[config.mk]
export PLATFORM = sky130hd
export DESIGN_NAME = game_round_ctrl
export DESIGN_NICKNAME = d
export VERILOG_FILES = /design/src/rtl/game_pkg.sv /design/src/rtl/target_lfsr.sv /design/src/rtl/game_round_ctrl.sv
export SDC_FILE = /design/constraint.sdc
export NUM_CORES = 1
export LEC_CHECK = 0
export CAP_MARGIN = 20
export CORE_MARGIN = 2
export CORE_UTILIZATION = 52
export CTS_BUF_LIST = sky130_fd_sc_hd__clkbuf_4 sky130_fd_sc_hd__clkbuf_8
export CTS_CLUSTER_SIZE = 24
export DETAILED_ROUTE_END_ITERATION = 10
export PLACE_DENSITY = 0.88
export SLEW_MARGIN = 20
export SYNTH_ARGS = -nofsm -noshare
export SYNTH_HDL_FRONTEND = slang
export SYNTH_HIERARCHICAL = 1
export SYNTH_SLANG_ARGS = --single-unit
export TNS_END_PERCENT = 30
[constraint.sdc]
create_clock -name clk_25mHz -period 5 [get_ports clk_25mHz]
set_clock_uncertainty 0.1 [all_clocks]
set_input_delay 1.25 -clock clk_25mHz [delete_from_list [all_inputs] [get_ports clk_25mHz]]
set_output_delay 1.25 -clock clk_25mHz [all_outputs]
set_load 0.05 [all_outputs]
[src/rtl/game_pkg.sv]
// Shared encodings and constants for the game round controller and its target LFSR.
package game_pkg;

  typedef enum logic [2:0] {
    ST_TITLE = 3'd0,
    ST_L1    = 3'd1,
    ST_L2    = 3'd2,
    ST_L3    = 3'd3,
    ST_OVER  = 3'd4
  } game_state_e;

  typedef struct packed {
    logic [9:0] x;
    logic [8:0] y;
  } target_t;

  localparam logic [9:0]  HALF_WIDE    = 10'd30;
  localparam logic [9:0]  HALF_NARROW  = 10'd20;
  localparam logic [9:0]  TMO_L1       = 10'd600;
  localparam logic [9:0]  TMO_L2       = 10'd450;
  localparam logic [9:0]  TMO_L3       = 10'd300;
  localparam logic [9:0]  MARGIN       = 10'd60;
  localparam logic [15:0] LFSR_SEED    = 16'hACE1;
  // Taps 16,14,13,11 as a mask over value[15:0].
  localparam logic [15:0] LFSR_TAPS    = 16'hB400;
  localparam target_t     TARGET_RST   = '{x: 10'd320, y: 9'd240};

  function automatic logic [9:0] abs_diff(input logic [9:0] a, input logic [9:0] b);
    return (a >= b) ? (a - b) : (b - a);
  endfunction

  // x spans 60..571, y spans 60..442 so the target box never leaves the screen.
  function automatic target_t relocate(input logic [15:0] r);
    target_t t;
    t.x = MARGIN + {1'b0, r[8:0]};
    t.y = MARGIN[8:0] + {1'b0, r[15:8]} + {2'b00, r[15:9]};
    return t;
  endfunction

endpackage

[src/rtl/target_lfsr.sv]
// Free-running 16-bit Fibonacci LFSR used to place targets.
module target_lfsr
  import game_pkg::*;
(
  input  logic        clk_25mHz,
  input  logic        reset,
  output logic [15:0] value
);
  logic fb;

  assign fb = ^(value & LFSR_TAPS);

  always_ff @(posedge clk_25mHz) begin
    if (reset)              value <= LFSR_SEED;
    // All-zero is a lock-up state; reload the seed should it ever appear.
    else if (value == '0)   value <= LFSR_SEED;
    else                    value <= {value[14:0], fb};
  end
endmodule

[src/rtl/game_round_ctrl.sv]
// Game round controller: title/level/over sequencing, hold-to-hit scoring, timeouts, target placement.
// Define GAME_LEVEL_RAMP_EN to advance L1->L2->L3 after HITS_PER_LEVEL hits; otherwise play stays in L1.
module game_round_ctrl
  import game_pkg::*;
#(
  parameter int LIVES_INIT     = 3,
  parameter int HITS_PER_LEVEL = 5,
  parameter int HOLD_FRAMES    = 8
) (
  input  logic        clk_25mHz,
  input  logic        reset,
  input  logic        screen_end,
  input  logic        start_btn,
  input  logic [9:0]  player_x,
  input  logic [8:0]  player_y,
  output logic [31:0] target_x,
  output logic [31:0] target_y,
  output logic [31:0] game_state,
  output logic [31:0] player_lives,
  output logic [15:0] score
);
  localparam int HW = $clog2(HOLD_FRAMES + 1);

  if (LIVES_INIT < 1 || LIVES_INIT > 9 || HITS_PER_LEVEL < 1 || HOLD_FRAMES < 1) begin : g_bad_cfg
    $error("game_round_ctrl: parameter out of range");
  end

  game_state_e   state_q, state_d;
  logic [3:0]    lives_q, lives_d;
  logic [15:0]   score_q, score_d;
  target_t       tgt_q, tgt_d;
  logic [HW-1:0] hold_q, hold_d;
  logic [9:0]    tmo_q, tmo_d, tmo_lim, half;
  logic          start_q, start_pend_q, start_pend_d, start_evt;
  logic          in_box, hit, miss, reloc;
  logic [15:0]   lfsr;

`ifdef GAME_LEVEL_RAMP_EN
  localparam int LW = $clog2(HITS_PER_LEVEL + 1);
  logic [LW-1:0] lvl_q, lvl_d;
`endif

  target_lfsr u_lfsr (
    .clk_25mHz (clk_25mHz),
    .reset     (reset),
    .value     (lfsr)
  );

  // A press between frames is held until the next screen_end consumes it.
  assign start_evt = start_pend_q | (start_btn & ~start_q);

  always_comb begin
    state_d      = state_q;
    lives_d      = lives_q;
    score_d      = score_q;
    tgt_d        = tgt_q;
    hold_d       = hold_q;
    tmo_d        = tmo_q;
    start_pend_d = start_evt;
    hit          = 1'b0;
    miss         = 1'b0;
    reloc        = 1'b0;
`ifdef GAME_LEVEL_RAMP_EN
    lvl_d        = lvl_q;
`endif
    half    = (state_q == ST_L3) ? HALF_NARROW : HALF_WIDE;
    case (state_q)
      ST_L2:   tmo_lim = TMO_L2;
      ST_L3:   tmo_lim = TMO_L3;
      default: tmo_lim = TMO_L1;
    endcase
    in_box = (abs_diff(player_x, tgt_q.x) < half) &&
             (abs_diff({1'b0, player_y}, {1'b0, tgt_q.y}) < half);

    if (screen_end) begin
      start_pend_d = 1'b0;
      case (state_q)
        ST_TITLE: if (start_evt) begin
          state_d = ST_L1;
          lives_d = 4'(LIVES_INIT);
          score_d = '0;
          reloc   = 1'b1;
`ifdef GAME_LEVEL_RAMP_EN
          lvl_d   = '0;
`endif
        end
        ST_OVER: if (start_evt) state_d = ST_TITLE;
        default: begin
          hold_d = in_box ? hold_q + HW'(1) : '0;
          tmo_d  = tmo_q + 10'd1;
          hit    = in_box && (hold_q == HW'(HOLD_FRAMES - 1));
          miss   = (tmo_q == tmo_lim - 10'd1);
          // A hit wins over a coincident timeout.
          if (hit) begin
            score_d = (score_q == 16'hFFFF) ? score_q : score_q + 16'd1;
            reloc   = 1'b1;
`ifdef GAME_LEVEL_RAMP_EN
            if (state_q != ST_L3) begin
              if (lvl_q == LW'(HITS_PER_LEVEL - 1)) begin
                lvl_d   = '0;
                state_d = (state_q == ST_L1) ? ST_L2 : ST_L3;
              end else begin
                lvl_d   = lvl_q + LW'(1);
              end
            end
`endif
          end else if (miss) begin
            lives_d = lives_q - 4'd1;
            reloc   = 1'b1;
            if (lives_q == 4'd1) state_d = ST_OVER;
          end
        end
      endcase
      if (reloc) begin
        tgt_d  = relocate(lfsr);
        hold_d = '0;
        tmo_d  = '0;
      end
    end
  end

  always_ff @(posedge clk_25mHz) begin
    if (reset) begin
      state_q      <= ST_TITLE;
      lives_q      <= 4'(LIVES_INIT);
      score_q      <= '0;
      tgt_q        <= TARGET_RST;
      hold_q       <= '0;
      tmo_q        <= '0;
      start_q      <= 1'b0;
      start_pend_q <= 1'b0;
    end else begin
      state_q      <= state_d;
      lives_q      <= lives_d;
      score_q      <= score_d;
      tgt_q        <= tgt_d;
      hold_q       <= hold_d;
      tmo_q        <= tmo_d;
      start_q      <= start_btn;
      start_pend_q <= start_pend_d;
    end
  end

`ifdef GAME_LEVEL_RAMP_EN
  always_ff @(posedge clk_25mHz) begin
    if (reset) lvl_q <= '0;
    else       lvl_q <= lvl_d;
  end
`endif

  assign target_x     = 32'(tgt_q.x);
  assign target_y     = 32'(tgt_q.y);
  assign game_state   = 32'(state_q);
  assign player_lives = 32'(lives_q);
  assign score        = score_q;
endmodule

==> run summary <==
status - complete, no violations
maximum net fanout on the critical path - 8
area used by multi-input combinational logic - 4230 um^2
buffer type at the clock tree root - sky130_fd_sc_hd__clkbuf_8
maximum number of pins on one net before global-route repair - 42
library cell with the largest summed area after synthesis - sky130_fd_sc_hd__dfxtp_1
TritonCTS buffer count - 9
max capacitance violation total - 0
Fin. Hold Viols - 0
Sequential cell area - 1460 um^2
area of the placeable core - 12100 um^2
global-route congestion overflow total - 0
die boundary height - 116 um
setup repair after global routing missed its margin - false
routed length on met2 - 6540 um
post-route standard cell area excluding fillers - 7150 um^2
vias in the first global route - 5071
die area - 13400 um^2
initial antenna violation count - 0
via count - 5642
ratio of cells with drive above 1 in the final layout - 6.84%
Sw Pwr - 0.000781 W
power density over the cells - 258 nW/um^2
uppermost layer routed - met4
flip-flop cell with the highest count after synthesis - sky130_fd_sc_hd__dfxtp_1
synthesized netlist cell count - 810
share of Yosys cell area claimed by the top area cell type - 22.5%
total number of yosys warnings - 6
Clk pwr share - 22.8%
share of synthesized registers carrying an async set or reset - 0%
DR vias/cell - 5.40
Hold Crit Class - flop to flop
post-placement setup slack - 0.0359 ns
PnR worst setup slack - 0.406 ns
overall die width - 116 um
worst-case headroom to the max-slew limit - 45.7%
classification of the worst setup path - primary input to flop
minimum period implied by the final worst setup slack - 4.59 ns
most common cell in the synthesized netlist - sky130_fd_sc_hd__buf_4
leakage power total - 3.29 nW
share of the yosys chip area belonging to registers - 22.5%
CP Capture Type - flop
total of fill cells in the finished design - 1064
area added between synthesis and finish - 9.97%
placed standard-cell area - 6970 um^2
H-Tree Depth - 3
detailed-placement wirelength estimate - 10600 um
total I/O pin count - 167
starting DRC count in detailed routing - 542
placement row count - 40
TritonCTS clock tree - yes
antenna diode count - 0
antenna-violating nets left - 0
data required time at the worst endpoint - 5.20 ns
list of most frequent post-synthesis cells - sky130_fd_sc_hd__buf_4, sky130_fd_sc_hd__inv_1, sky130_fd_sc_hd__dfxtp_1
IO Port Bufs - 63
final count of negative-setup-slack endpoints - 0
first-pass iteration count of the detailed router - 5
Clock Latency Late Sink - 0.35 ns
switching share of total power - 42.4%
effective utilization at floorplan - 53.7%
Resized cells post-CTS - 0
Power Internal - 0.00106 W
total number of nets in the final design - 958
post-synthesis average cell area - 8.03 um^2
number of buffers added for setup after CTS - 0
top area cells in the synthesized netlist - sky130_fd_sc_hd__dfxtp_1, sky130_fd_sc_hd__buf_4, sky130_fd_sc_hd__ha_1, sky130_fd_sc_hd__inv_1, sky130_fd_sc_hd__xor2_1
number of pins exceeding their max-slew limit in the final report - 0
Worst Path Arrival - 4.79 ns
routed length on met1 - 6390 um
post-synthesis register bit count - 73
drt drc - 0
clock sink count - 73
Clock Pin Slew Worst Setup and Hold Paths - 0.07 ns
Post-CTS Hold Buffers - 0
global-route wire length before repair - 22600 um
startpoint type of the worst setup path - primary input
proportion of power drawn by combinational gates - 42.4%
buffer levels on the longest clock path - 2
aggregate negative setup slack - 0 ns
Max Clock Freq - 0.218 GHz
portion of the clock cycle consumed by the worst path in the final layout - 91.9%
Syn Std Cell Area - 6500 um^2
Worst-Margin Slew - 0.812 ns
total detailed-routing wirelength - 14000 um
EDFF count, synth - 0
routed wire length per instance - 13.4 um
final standard cell utilization of the core - 59.0%
Peak supply drop - 0.000156 V
total routing usage reported by global routing - 20.3%
RePlAce Congestion - 0.939
number of distinct library cells after synthesis - 77
wire length on met3 - 779 um
sequential cell fraction of total power - 34.8%
==> cells by family after synthesis <==
family          Yosys count  share of synthesized area (%)
buf+inv                 211                           18.5
flops                    73                           22.5
compound gates          177                           19.5
xor+xnor                 33                           4.44
other cells               1                         0.0577
simple gates            236                           19.8
mux                      16                           2.52
fa+ha+maj                63                           12.7
==> state kept, by name, summed over array words and instances (netlist names) <==
name,flops
target_y,9
hold_q,4
start_q,1
lives_q,4
u_lfsr/value,16
target_x,10
start_pend_q,1
score,16
tmo_q,10
state_q,2
==> worst max-delay path, cell delays in order <==
cell                              delay, ns
sky130_fd_sc_hd__clkdlybuf4s50_1       0.48
sky130_fd_sc_hd__ha_1                  0.17
sky130_fd_sc_hd__inv_1                 0.05
sky130_fd_sc_hd__fa_1                  0.40
sky130_fd_sc_hd__a21o_1                0.18
sky130_fd_sc_hd__a21oi_1               0.27
sky130_fd_sc_hd__mux2_2                0.37
sky130_fd_sc_hd__a211oi_1              0.17
sky130_fd_sc_hd__o2111ai_1             0.15
sky130_fd_sc_hd__o2bb2ai_1             0.35
sky130_fd_sc_hd__nor4b_4               0.29
sky130_fd_sc_hd__buf_4                 0.17
sky130_fd_sc_hd__buf_4                 0.15
sky130_fd_sc_hd__and3_1                0.19
sky130_fd_sc_hd__mux2_2                0.16
==> stage by stage <==
step                      std cells  hold WS, ns  power, W
after floorplan                 912        0.339   0.00132
after global placement         1029        0.350   0.00141
after detailed placement       1029        0.363   0.00143
after CTS                      1045        0.383   0.00184
after global routing           1045        0.402   0.00195
final                          1045        0.378   0.00184
==> final cells by class <==
class / instances / area share, %
clock inverter: 5 / 0.437
inverter: 74 / 3.88
timing repair buffer: 86 / 11.2
multi-input combinational: 628 / 59.1
clock buffer: 11 / 2.03
sequential: 73 / 20.4
tap: 168 / 2.94
==> cells in the final DEF, fill, tap and decap left out, types with 23 or more instances in the layout <==
master / instances
sky130_fd_sc_hd__dfxtp_1: 73
sky130_fd_sc_hd__conb_1: 103
sky130_fd_sc_hd__nor3_1: 25
sky130_fd_sc_hd__a21oi_1: 29
sky130_fd_sc_hd__buf_4: 23
sky130_fd_sc_hd__nand2_1: 37
sky130_fd_sc_hd__inv_1: 74
sky130_fd_sc_hd__nor2_1: 53
sky130_fd_sc_hd__o21ai_0: 28
sky130_fd_sc_hd__clkdlybuf4s50_1: 62
sky130_fd_sc_hd__xor2_1: 24
sky130_fd_sc_hd__ha_1: 58
==> routing by layer <==
layer	vias to the layer above	global-route usage, %
li1	2790	-
met1	2615	26.8
met4	0	8.73
met3	24	2.56
met2	213	33.6
met5	-	0
==> final timing paths <==
kind                                 to  slack [ns]                startpoint  cells past startpoint
hold / removal    tmo_q[1]$_SDFFE_PP0P_        0.38     tmo_q[1]$_SDFFE_PP0P_                      2
setup reg to reg  score[0]$_SDFFE_PP0P_        1.38  target_y[0]$_SDFFE_PP0P_                     15
setup / recovery  score[0]$_SDFFE_PP0P_        0.41               player_y[0]                     15
hold reg to reg   tmo_q[1]$_SDFFE_PP0P_        0.38     tmo_q[1]$_SDFFE_PP0P_                      2
==> power groups by stage <==
| stage | sequential, W | clock (W) | combinational (W) |
|---|---|---|---|
| global placement | 0.000654 | 0 | 0.000758 |
| global route | 0.000646 | 0.000448 | 0.000851 |
| floorplan | 0.000700 | 0 | 0.000622 |
| finish | 0.000642 | 0.000420 | 0.000782 |
| detailed placement | 0.000655 | 0 | 0.000771 |
| CTS | 0.000642 | 0.000423 | 0.000776 |
Power figures use the tool's default switching activity.
